===== config.mk =====
export PLATFORM = sky130hd
export DESIGN_NAME = axis_s_fifo
export DESIGN_NICKNAME = d
export VERILOG_FILES = /design/src/rtl/axis_pkg.sv /design/src/rtl/axis_s_fifo_mem.sv /design/src/rtl/axis_s_fifo.sv
export SDC_FILE = /design/constraint.sdc
export NUM_CORES = 1
export LEC_CHECK = 0
export CAP_MARGIN = 15
export CORE_MARGIN = 4
export CORE_UTILIZATION = 51
export DETAILED_ROUTE_END_ITERATION = 6
export GPL_ROUTABILITY_DRIVEN = 0
export HOLD_SLACK_MARGIN = 0.02
export PLACE_DENSITY = 0.75
export SLEW_MARGIN = 5
export SYNTH_ARGS = -nofsm -noshare
export SYNTH_HDL_FRONTEND = slang
export SYNTH_SLANG_ARGS = --single-unit

===== constraint.sdc =====
create_clock -name aclk -period 8.6 [get_ports aclk]
set_input_delay 2.15 -clock aclk [delete_from_list [all_inputs] [get_ports aclk]]
set_output_delay 2.15 -clock aclk [all_outputs]
set_load 0.01 [all_outputs]

===== src/rtl/axis_pkg.sv =====
// Shared AXI-Stream types and widths for the slave FIFO stage.
package axis_pkg;
  localparam int AXIS_DATA_W = 32;
  localparam int PKT_CNT_W   = 16;

  typedef struct packed {
    logic                   last;
    logic [AXIS_DATA_W-1:0] data;
  } axis_beat_t;
endpackage


===== src/rtl/axis_s_fifo_mem.sv =====
// DEPTH x (DATA_W+1) register array: synchronous write, asynchronous read.
module axis_s_fifo_mem #(
  parameter int DATA_W = 32,
  parameter int DEPTH  = 4,
  parameter int ADDR_W = $clog2(DEPTH)
) (
  input  logic              clk,
  input  logic              we,
  input  logic [ADDR_W-1:0] waddr,
  input  logic [DATA_W:0]   wdata,
  input  logic [ADDR_W-1:0] raddr,
  output logic [DATA_W:0]   rdata
);
  // Storage is intentionally not reset; validity is tracked by the level count.
  logic [DATA_W:0] mem_q [DEPTH];

  always_ff @(posedge clk) begin
    if (we) mem_q[waddr] <= wdata;
  end

  assign rdata = mem_q[raddr];
endmodule


===== src/rtl/axis_s_fifo.sv =====
// AXI-Stream slave into a show-ahead FIFO with level and packet-done reporting.
// Optional 16-bit packet counter port enabled by defining AXIS_S_PKT_CNT_EN.
module axis_s_fifo
  import axis_pkg::*;
#(
  parameter int DATA_W = AXIS_DATA_W,
  parameter int DEPTH  = 4,
  parameter int ADDR_W = $clog2(DEPTH)
) (
  input  logic              aclk,
  input  logic              areset_n,
  input  logic              tvalid,
  output logic              tready,
  input  logic              tlast,
  input  logic [DATA_W-1:0] tdata,
  input  logic              rd_en,
  output logic              rd_valid,
  output logic [DATA_W-1:0] rd_data,
  output logic              rd_last,
  output logic [ADDR_W:0]   level,
  output logic              full,
  output logic              pkt_done
`ifdef AXIS_S_PKT_CNT_EN
  ,
  output logic [PKT_CNT_W-1:0] pkt_cnt
`endif
);
  logic [ADDR_W-1:0] wr_ptr_q, wr_ptr_d, rd_ptr_q, rd_ptr_d;
  logic [ADDR_W:0]   level_q, level_d;
  logic              pkt_done_q, pkt_done_d;
  logic              wr_fire, rd_fire;
  logic [DATA_W:0]   rd_word;

  // Flow control depends only on registered state, so a read never frees
  // a slot for a write in the same cycle.
  assign full     = (level_q == (ADDR_W+1)'(DEPTH));
  assign tready   = ~full;
  assign rd_valid = (level_q != '0);
  assign wr_fire  = tvalid & tready;
  assign rd_fire  = rd_en & rd_valid;

  always_comb begin
    wr_ptr_d   = wr_ptr_q + ADDR_W'(wr_fire);
    rd_ptr_d   = rd_ptr_q + ADDR_W'(rd_fire);
    pkt_done_d = wr_fire & tlast;
    level_d    = level_q;
    case ({wr_fire, rd_fire})
      2'b10:   level_d = level_q + 1'b1;
      2'b01:   level_d = level_q - 1'b1;
      default: level_d = level_q;
    endcase
  end

  always_ff @(posedge aclk or negedge areset_n) begin
    if (!areset_n) begin
      wr_ptr_q   <= '0;
      rd_ptr_q   <= '0;
      level_q    <= '0;
      pkt_done_q <= 1'b0;
    end else begin
      wr_ptr_q   <= wr_ptr_d;
      rd_ptr_q   <= rd_ptr_d;
      level_q    <= level_d;
      pkt_done_q <= pkt_done_d;
    end
  end

  axis_s_fifo_mem #(.DATA_W(DATA_W), .DEPTH(DEPTH), .ADDR_W(ADDR_W)) u_mem (
    .clk   (aclk),
    .we    (wr_fire),
    .waddr (wr_ptr_q),
    .wdata ({tlast, tdata}),
    .raddr (rd_ptr_q),
    .rdata (rd_word)
  );

  assign rd_last  = rd_word[DATA_W];
  assign rd_data  = rd_word[DATA_W-1:0];
  assign level    = level_q;
  assign pkt_done = pkt_done_q;

`ifdef AXIS_S_PKT_CNT_EN
  logic [PKT_CNT_W-1:0] pkt_cnt_q, pkt_cnt_d;

  always_comb begin
    pkt_cnt_d = pkt_cnt_q + PKT_CNT_W'(wr_fire & tlast);
  end

  always_ff @(posedge aclk or negedge areset_n) begin
    if (!areset_n) pkt_cnt_q <= '0;
    else           pkt_cnt_q <= pkt_cnt_d;
  end

  assign pkt_cnt = pkt_cnt_q;
`endif
endmodule


==> results.cfg <==
[power]
switching_share = 0.2736
p_clk_frac = 0.300
p_leak_nw = 2.253
irDropWorstVdd_v = 0.0002142
p_int_mw = 1.765
seqPwrFrac = 0.412
p_comb_frac = 0.288
power_density_nw_per_um2 = 361.8
power.switching_mw = 0.6645

[clock_tree]
cts-root-buf = clkbuf_8
htree_levels = 4
clk_path_buf_depth = 2
numCtsBuffers = 17
cts_setup_buffers = 0
clock_latency_ps = 520
cts_tree = done
clk_pin_slew_ps = 60
cts_hold_buf = 0
cts.repair.resized = 0
cts.sinks = 140

[synthesis]
ys_ff_latch = 140
synth_warnings = 0
syn_inst = 206
yosysTopAreaCell = edfxtp_1
ys_types = 21
synth_area_leaders = edfxtp_1 77%, mux4_2 14%, dfrtp_1 3.9%
syn_area_um2 = 5176
yosysMostFrequentCell = edfxtp_1
ys_seq_area_frac = 0.8044
async_reset_ff_frac = 0.05714
syn_nets = 247
synthTopCellsByCount = 132 x edfxtp_1, 33 x mux4_2, 8 x dfrtp_1
synthFlopType = edfxtp_1
synth_edf_count = 132
avgSynthCellArea_um2 = 25.13
yosysTopAreaCellShare = 0.7658

[cells_and_area]
design_area_um2 = 6714
syn2layout_area_growth_pct = 29.71
final_cells = 446
nets = 341
diodes = 0
drive_gt1_frac = 0.2620
nFillCells = 661

[worst_setup_path]
r2r-start = level[1]
critPathMaxFanout = 18
cpPeakStageDelay_ps = 720
worstPathArrival_ps = 2800
slowest_stage = dfrtp_2
worstSetupEndpointType = output port
crit_buf_inv = 2
cp_cell_sequence = buf_4, mux4_2, clkdlybuf4s50_1
path_delay_family = buffers and inverters
worstSetupStartpointType = flop
worst-setup-path-type = reg2out
cp.required_ps = 6450
cp-startpoint = rd_ptr_q[0]

[detailed_routing]
route.met2.wl_um = 4563
highest_layer = met4
avgViaCountPerCell = 5.345
drt-met1-wl_um = 3559
drc = 0
wl_met3_um = 632
drtPass1Iterations = 4
vias = 2384
drt-initial-drc-count = 119
avgRoutedWirePerCell_um = 19.87
routed_wl_um = 8863
ant_nets = 0

[job]
cap_violations = 0

[sta]
maxSlewViolCount = 0
finalCritPeriodShare = 0.5759
tightest_slew_ps = 888.2
maxSlewHeadroom = 0.4079
fin_tns_setup_ps = 0
hold_viol_final = 0
rsz0062_at_grt = false
layout_min_cycle_time_ps = 4953
timing.fmax_ghz = 0.2019
clock_skew_ps = 4.028
setup_viol = 0

[global_route]
grtUsageTotal = 0.1670
antenna_found_initial = 0
grt_max_degree = 35
grt_pass1_wl_um = 14070
grt_pass1_vias = 2645
overflow = 0

[placement]
io_buffers = 76
placed_cell_area_um2 = 6110
placed_cells = 414
hpwl_um = 5451

[min_path]
hold_start = level[2]
hold_path_class = reg2reg

[floorplan]
dieArea_um2 = 11830
core_um2 = 9819
dieWidth_um = 108.7
start_util = 0.5271
die_h_um = 108.7
ios = 77
num_rows = 36

[status]
outcome = finished clean
-- cell usage in the layout, fill, tap and decap left out --
cell	Yosys	routed
inv_6	0	3
and2_1	1	1
edfxtp_1	132	132
nand2_4	1	1
inv_2	1	1
xnor2_1	1	1
nor3b_2	0	2
inv_1	4	4
ha_1	3	3
clkbuf_8	0	1
mux4_2	33	33
clkinvlp_4	0	2
and3_2	1	2
or3_2	1	1
bufinv_16	0	3
buf_4	0	7
mux2i_1	1	1
dfrtp_2	0	2
dfrtp_1	8	6
fa_1	1	1
nor2_1	1	1
clkinv_4	0	5
inv_8	0	1
clkdlybuf4s50_1	0	76
clkbuf_1	0	1
xor2_1	4	4
or3b_4	1	1
nor3_2	0	1
clkbuf_16	0	16
-- routing by layer --
layer | track usage | up-vias
met1 | 0.2141 | 1238
li1 | - | 1053
met2 | 0.2670 | 80
met5 | 0 | -
met3 | 0.05565 | 13
met4 | 0.06492 | 0
-- state kept, by name (all words and copies together), names as in the netlist --
name / count
rd_ptr_q: 2
wr_ptr_q: 2
u_mem.mem_q: 132
pkt_done: 1
level: 3
-- worst paths after layout --
path | endpoint | cells past startpoint | slack (ps)
worst max-delay path | rd_data[11] | 3 | 3650
worst min-delay path | level[2] | 1 | 530
worst max register to register | level[2] | 8 | 6460
worst min register to register | level[2] | 1 | 530
max in group asynchronous | rd_ptr_q[0] | 1 | 6380
min in group asynchronous | rd_ptr_q[1] | 1 | 1920
-- power groups by stage --
| stage | logic, mW | clock network, mW | registers (mW) |
|---|---|---|---|
| 6_report | 0.699 | 0.728 | 1.00 |
| 5_1_grt | 0.749 | 0.775 | 1.02 |
| 4_1_cts | 0.715 | 0.741 | 1.01 |
| 3_5_place_dp | 0.710 | 0 | 1.02 |
| 3_3_place_gp | 0.703 | 0 | 1.01 |
| 2_1_floorplan | 0.430 | 0 | 0.957 |
-- cell families (layout without fill, tap and decap cells) --
family,Yosys count,count (layout),synth area share
flops,140,140,0.8044
simple gates,10,10,0.01426
buf+inv,13,120,0.01619
fa+ha+maj,4,4,0.01112
xor+xnor,5,5,0.008460
mux,34,34,0.1455
-- worst reg2reg max path: cells and delay by family, from the launching register on --
family / cells / cell delay [ps]
buf+inv: 1 / 60
xor+xnor: 2 / 330
flops: 1 / 420
simple gates: 3 / 690
fa+ha+maj: 2 / 570
-- through the flow --
step                      setup WS [ps]  hold WS (ps)  total power, mW  utilization
after global placement             4124         499.3            1.715       0.6222
final                              3647         527.1            2.429       0.6837
after global routing               3466         546.9            2.545       0.6837
after CTS                          3564         525.1            2.463       0.6837
after floorplan                    3458         487.6            1.387            -
after detailed placement           4136         502.0            1.729       0.6222
-- area by class of cell --
class                      count  area (um^2)  area share
timing repair buffer          83        813.3      0.1211
clock buffer                  18        417.9     0.06224
inverter                       5        18.77    0.002795
sequential                   140         4167      0.6206
multi-input combinational     53        944.7      0.1407
clock inverter                14        186.4     0.02777
tap                          133        166.4     0.02479
No activity file was read; power rests on OpenSTA's default activity.
